==> src/rtl/food_ctrl_pkg.sv <==
// Shared game package: game_status encodings, playfield limits
// and the food controller state type.
package food_ctrl_pkg;

  localparam logic [1:0] GS_RESTART = 2'b00;
  localparam logic [1:0] GS_PLAY    = 2'b10;

  localparam int X_MAX = 75;
  localparam int Y_MAX = 58;

  typedef enum logic [1:0] {
    S_CLEAR,
    S_ACTIVE,
    S_EAT,
    S_GEN
  } food_state_e;

endpackage

==> src/rtl/food_ctrl_if.sv <==
// Food controller bus: game_status/head/scan in, apple/score out.
// master = game side, slave = food_ctrl.
interface food_ctrl_if;
  logic [1:0]  game_status;
  logic [6:0]  head_x;
  logic [6:0]  head_y;
  logic [9:0]  x_pos;
  logic [9:0]  y_pos;
  logic        add_cube;
  logic [6:0]  apple_x;
  logic [6:0]  apple_y;
  logic        apple_pix;
  logic [15:0] score;

  modport master (
    output game_status, head_x, head_y, x_pos, y_pos,
    input  add_cube, apple_x, apple_y, apple_pix, score
  );

  modport slave (
    input  game_status, head_x, head_y, x_pos, y_pos,
    output add_cube, apple_x, apple_y, apple_pix, score
  );
endinterface

==> src/rtl/food_ctrl_lfsr16.sv <==
// Free-running 16-bit Fibonacci LFSR, taps 16,14,13,11.
// Ports: clk, rst (async low), seed (reset value), q (state).
module lfsr16 (
  input  logic        clk,
  input  logic        rst,
  input  logic [15:0] seed,
  output logic [15:0] q
);

  logic fb;
  assign fb = q[15] ^ q[13] ^ q[12] ^ q[10];

  always_ff @(posedge clk or negedge rst) begin
    if (!rst) q <= seed;
    else      q <= {q[14:0], fb};
  end

endmodule

==> src/rtl/food_ctrl.sv <==
// Apple placement, eat detection, BCD score and apple pixel.
// Ports: clk, rst (async low), food (food_ctrl_if.slave).
module food_ctrl
  import food_ctrl_pkg::*;
#(
  parameter logic [15:0] LFSR_SEED = 16'hACE1,
  parameter int X_MAX  = food_ctrl_pkg::X_MAX,
  parameter int Y_MAX  = food_ctrl_pkg::Y_MAX,
  parameter int INIT_X = 40,
  parameter int INIT_Y = 30
) (
  input logic          clk,
  input logic          rst,
  food_ctrl_if.slave   food
);

  localparam logic [6:0] XM = 7'(X_MAX);
  localparam logic [6:0] YM = 7'(Y_MAX);
  localparam logic [6:0] IX = 7'(INIT_X);
  localparam logic [6:0] IY = 7'(INIT_Y);

  function automatic logic [15:0] bcd_inc(
    input logic [15:0] v
  );
    logic [15:0] r;
    logic        c;
    r = v;
    c = 1'b1;
    if (v != 16'h9999) begin
      for (int i = 0; i < 4; i++) begin
        if (c) begin
          if (r[i*4 +: 4] == 4'd9) begin
            r[i*4 +: 4] = 4'd0;
          end else begin
            r[i*4 +: 4] = r[i*4 +: 4] + 4'd1;
            c = 1'b0;
          end
        end
      end
    end
    return r;
  endfunction

  food_state_e state;
  logic [15:0] lfsr_q;
  logic [6:0]  ax, ay;
  logic [15:0] score_q;
  logic        add_q;

  lfsr16 u_lfsr (
    .clk  (clk),
    .rst  (rst),
    .seed (LFSR_SEED),
    .q    (lfsr_q)
  );

  logic [6:0] cx, cy;
  logic       cand_ok;
  logic       play, restart, hit;
  logic       lfsr_unused;

  assign cx = lfsr_q[6:0];
  assign cy = {1'b0, lfsr_q[13:8]};
  assign lfsr_unused = ^{lfsr_q[15:14], lfsr_q[7]};

  assign cand_ok = (cx >= 7'd1) && (cx <= XM)
                && (cy >= 7'd1) && (cy <= YM)
                && !((cx == food.head_x)
                  && (cy == food.head_y));

  assign play    = food.game_status == GS_PLAY;
  assign restart = food.game_status == GS_RESTART;
  assign hit     = (food.head_x == ax)
                && (food.head_y == ay);

  always_ff @(posedge clk or negedge rst) begin
    if (!rst) begin
      state   <= S_CLEAR;
      ax      <= IX;
      ay      <= IY;
      score_q <= 16'h0000;
      add_q   <= 1'b0;
    end else if (restart) begin
      state   <= S_CLEAR;
      ax      <= IX;
      ay      <= IY;
      score_q <= 16'h0000;
      add_q   <= 1'b0;
    end else begin
      unique case (state)
        S_CLEAR: begin
          add_q <= 1'b0;
          if (play) state <= S_ACTIVE;
        end
        S_ACTIVE: begin
          if (play && hit) begin
            state   <= S_EAT;
            add_q   <= 1'b1;
            score_q <= bcd_inc(score_q);
          end
        end
        S_EAT: begin
          add_q <= 1'b0;
          state <= S_GEN;
        end
        S_GEN: begin
          // retry every cycle until a legal cell
          if (cand_ok) begin
            ax    <= cx;
            ay    <= cy;
            state <= S_ACTIVE;
          end
        end
        default: state <= S_CLEAR;
      endcase
    end
  end

  assign food.add_cube  = add_q;
  assign food.apple_x   = ax;
  assign food.apple_y   = ay;
  assign food.score     = score_q;
  assign food.apple_pix = (food.x_pos < 10'd640)
                       && (food.y_pos < 10'd480)
                       && (food.x_pos[9:3] == ax)
                       && (food.y_pos[9:3] == ay)
                       && (state != S_GEN);

endmodule

==> src/flat_wrapper.sv <==
// flat-port wrapper written by rule: the top's interface ports become plain ports
module food_ctrl_flat import food_ctrl_pkg::*;
#(
  parameter logic [15:0] LFSR_SEED = 16'hACE1,
  parameter int X_MAX  = food_ctrl_pkg::X_MAX,
  parameter int Y_MAX  = food_ctrl_pkg::Y_MAX,
  parameter int INIT_X = 40,
  parameter int INIT_Y = 30
)
  (clk, rst, food_game_status, food_head_x, food_head_y, food_x_pos, food_y_pos, food_add_cube, food_apple_x, food_apple_y, food_apple_pix, food_score);
  food_ctrl_if food_i ();
  input logic clk;
  input logic rst;
  input wire logic [$bits(food_i.game_status)-1:0] food_game_status;
  input wire logic [$bits(food_i.head_x)-1:0] food_head_x;
  input wire logic [$bits(food_i.head_y)-1:0] food_head_y;
  input wire logic [$bits(food_i.x_pos)-1:0] food_x_pos;
  input wire logic [$bits(food_i.y_pos)-1:0] food_y_pos;
  output wire logic [$bits(food_i.add_cube)-1:0] food_add_cube;
  output wire logic [$bits(food_i.apple_x)-1:0] food_apple_x;
  output wire logic [$bits(food_i.apple_y)-1:0] food_apple_y;
  output wire logic [$bits(food_i.apple_pix)-1:0] food_apple_pix;
  output wire logic [$bits(food_i.score)-1:0] food_score;
  assign food_i.game_status = food_game_status;
  assign food_i.head_x = food_head_x;
  assign food_i.head_y = food_head_y;
  assign food_i.x_pos = food_x_pos;
  assign food_i.y_pos = food_y_pos;
  assign food_add_cube = food_i.add_cube;
  assign food_apple_x = food_i.apple_x;
  assign food_apple_y = food_i.apple_y;
  assign food_apple_pix = food_i.apple_pix;
  assign food_score = food_i.score;
  food_ctrl #(.LFSR_SEED(LFSR_SEED), .X_MAX(X_MAX), .Y_MAX(Y_MAX), .INIT_X(INIT_X), .INIT_Y(INIT_Y)) u_core (.clk(clk), .rst(rst), .food(food_i));
endmodule
==> config.mk <==
export PLATFORM = sky130hd
export DESIGN_NAME = food_ctrl_flat
export DESIGN_NICKNAME = d
export VERILOG_FILES = /design/src/rtl/food_ctrl_pkg.sv /design/src/rtl/food_ctrl_if.sv /design/src/rtl/food_ctrl_lfsr16.sv /design/src/rtl/food_ctrl.sv /design/src/flat_wrapper.sv
export SDC_FILE = /design/constraint.sdc
export NUM_CORES = 1
export LEC_CHECK = 0
export ABC_CLOCK_PERIOD_IN_PS = 2400
export CELL_PAD_IN_SITES_DETAIL_PLACEMENT = 0
export CELL_PAD_IN_SITES_GLOBAL_PLACEMENT = 1
export CORE_ASPECT_RATIO = 1.75
export CORE_MARGIN = 5
export CORE_UTILIZATION = 34
export DETAILED_ROUTE_END_ITERATION = 10
export PLACE_DENSITY_LB_ADDON = 0.3
export SETUP_SLACK_MARGIN = 0.05
export SLEW_MARGIN = 25
export SYNTH_ARGS = -nofsm -noshare
export SYNTH_HDL_FRONTEND = slang
export SYNTH_SLANG_ARGS = --single-unit
==> constraint.sdc <==
create_clock -name clk -period 2.4 [get_ports clk]
set_clock_uncertainty 0.05 [all_clocks]
set_input_delay 0.36 -clock clk [delete_from_list [all_inputs] [get_ports clk]]
set_output_delay 0.36 -clock clk [all_outputs]
set_load 0.02 [all_outputs]
==> impl_metrics.csv <==
group,metric,value,unit
timing,finalMaxSlewViolations,0,
place,post-place-ws,-417,ps
synth,yosys_warnings,0,
drt,via_count,2315,
timing,grt_setup_unrepaired,"true",
place,hpwl,5940,um
place,portBuffers,62,
cts,clock-sinks,48,
power_and_ir_drop,p_leak,0.00172,uW
cts,holdBufCountCts,0,
critical_path,worst-path-stages,7,
timing,maxSlewHeadroom,58.5,%
drt,dr_wl_met3,343,um
synth,synth_top_area_share,31.6,%
cts,h-tree-depth,2,
critical_path,path_max_fanout,7,
drt,drc,0,
floorplan,die_x,77.3,um
layout,finish.utilization,51.3,%
global_routing,grt_max_degree,49,
critical_path,path_class,"reg2reg",
global_routing,grt_pass1_wl,12700,um
hold_path,hold_path.class,"in2async",
drt,drt-initial-drc-count,62,
floorplan,dieArea,0.00988,mm^2
drt,viasPerCell,5.12,
timing,finalCritPeriodShare,98.1,%
layout,final_area,0.00403,mm^2
timing,setup_ws,46.1,ps
timing,hold_violations,0,
critical_path,cp-end-kind,"flop",
synth,yosysTopAreaCell,"dfrtp_1",
drt,wl_per_cell,17.4,um
layout,drive_gt1_share,25.4,%
drt,ant_nets,0,
cts,cts_inserted_buffers,5,
drt,wirelength,7850,um
floorplan,row_count,43,
cts,cts.path.max_buffers,2,
synth,seq_area_frac_synth,45.2,%
floorplan,die_h,128,um
cts,cts_tree,"yes",
timing,fmax,0.425,GHz
global_routing,grt_pass1_vias,2459,
cts,cts-root-buf,"clkbuf_16",
critical_path,max_stage_delay,560,ps
power_and_ir_drop,vdd_drop_max,0.000336,V
critical_path,path_buf_inv,1,
critical_path,cp.required,2540,ps
timing,finalCriticalPeriod,2350,ps
place,place_area,0.00366,mm^2
power_and_ir_drop,power-per-cell-area,513,mW/mm^2
layout,finalNetCount,412,
floorplan,start_util,34.3,%
synth,synthArstFlopShare,100,%
drt,dr_wl_met2,4270,um
critical_path,critPathSlowestCell,"dfstp_2",
synth,yosysUniqueCellTypes,49,
cts,clock_latency,290,ps
status,status,"finished clean",
synth,syn_nets,309,
global_routing,grtUsageTotal,16.3,%
critical_path,cp.arrival,2490,ps
floorplan,core-area,0.00786,mm^2
drt,routed.top_layer,"met4",
synth,avgSynthCellArea,10.4,um^2
place,place.gp.congestion,0.824,
synth,syn_inst,258,
critical_path,r2r_cells,7,
critical_path,cp_top_family,"simple AND/OR/NAND/NOR gates",
synth,synth_area_leaders,"dfrtp_1 (32%), dfstp_2 (14%), xnor2_1 (6.5%), xor2_1 (6.5%), ha_1 (6.0%)",
cts,clkTransAtPathRegs,70,ps
synth,synth_area,0.00270,mm^2
drt,met1_length,3100,um
floorplan,pin_count,70,
synth,synth-edff-count,0,
critical_path,path_cells,"xnor2_2 -> buf_4 -> nand4_1 -> nor4_4 -> nand2_2 -> or4b_1 -> o211a_1",
timing,tightest_slew,622,ps
global_routing,antenna_found_initial,0,
synth,ys_seq_elements,48,
layout,area_delta_synth_final,49.6,%
layout,diodes,0,
drt,first_pass_iters,6,
power_and_ir_drop,power,2070,uW
critical_path,worst_setup_path_start_kind,"flop",
timing,setup_violations,0,
flow_run,maxCapViolations,0,
global_routing,grt_overflow,0,
synth,synthFlopType,"dfrtp_1",
[cells in the final DEF (no fill, tap or decap), types with 3 or more instances in the layout]
cell type,synthesis,final
a21oi_2,0,3
nor2_1,18,18
a21oi_1,8,4
nand4_1,7,7
o211ai_1,3,3
nor4_1,7,5
clkbuf_16,0,5
ha_1,13,13
inv_1,8,8
xnor2_1,20,19
dfstp_2,14,14
clkdlybuf4s50_1,0,58
dfrtp_1,34,33
xor2_1,20,20
buf_4,1,38
or4_1,3,3
mux2i_1,16,16
nand2_1,20,20
nand3_1,13,12
o21ai_0,8,7
[cell families after synthesis]
family | Yosys count | share of synthesized area (%)
AOI/OAI and AO/OA | 33 | 8.22
and+or+nand+nor | 92 | 18.9
other | 1 | 0.139
DFF | 48 | 45.2
muxes | 16 | 5.94
adders and majority gates | 13 | 6.04
xor gates and xnor gates | 40 | 13.0
buffers and inverters | 15 | 2.55
[synth_stat cells (all sizes together) (2+ instances only)]
cell type and count:
or4 3, inv 8, xor2 20, mux2i 16, nand3 13, a21oi 8
nand2 21, o21ai 8, clkbuf 3, dfstp 14, nand4 7, nand3b 2
a2111oi 2, buf 4, dfrtp 34, o211ai 3, or4b 2, nor4 8
or3 4, nor2 18, o41ai 2, ha 13, nor3 5, and2 2
xnor2 20, o31ai 2
[final cells by class]
type / count / area, um^2
timing repair buffer: 103 / 940
inverter: 8 / 30.0
sequential: 48 / 1220
clock inverter: 3 / 46.3
multi-input combinational: 195 / 1560
clock buffer: 5 / 125
fill: 752 / 3820
tap: 90 / 113
[power by group]
group	leakage (uW)	internal [uW]	switching [uW]
Combinational	0.00103	208	197
Clock	0.0000804	495	321
Sequential	0.000615	835	13.8
Total	0.00172	1540	531
[metal layers]
metal / track usage, % / up-vias
li1: - / 1122
met5: 0 / -
met1: 17.5 / 1117
met2: 30.9 / 66
met4: 6.17 / 0
met3: 3.09 / 10
[flip-flops by register name, indices dropped and copies added, names as in the netlist]
register and cells:
u_core.food.score 16, u_core.u_lfsr.q 16, u_core.food.apple_x 7, u_core.food.apple_y 6, u_core.state 2, u_core.food.add_cube 1
[metrics by stage]
stage                     setup TNS [ps]  hold slack, ps  cells
after floorplan                        0            14.4    258
after global placement             -4450             289    438
after detailed placement           -5490             291    438
after CTS                          -68.1             128    450
after global routing                -124             163    452
final                                  0             102    452
[what timing repair did]
action	in CTS	in global routing
endpoints found under the setup margin	11	18
pin swaps	8	10
gates resized for setup	24	12
setup buffers	4	2
hold endpoints to repair	0	0
[worst paths after layout]
kind	start	endpoint	slack, ps
hold / removal	rst	u_core.food.apple_y[5]	100
hold reg to reg	u_core.u_lfsr.q[14]	u_core.u_lfsr.q[15]	300
setup / recovery	u_core.food.apple_x[5]	u_core.food.score[13]	50
setup reg to reg	u_core.food.apple_x[5]	u_core.food.score[13]	50
max in group asynchronous	rst	u_core.food.apple_x[6]	1760
min in group clk	u_core.u_lfsr.q[14]	u_core.u_lfsr.q[15]	300
Power figures use the tool's default switching activity.
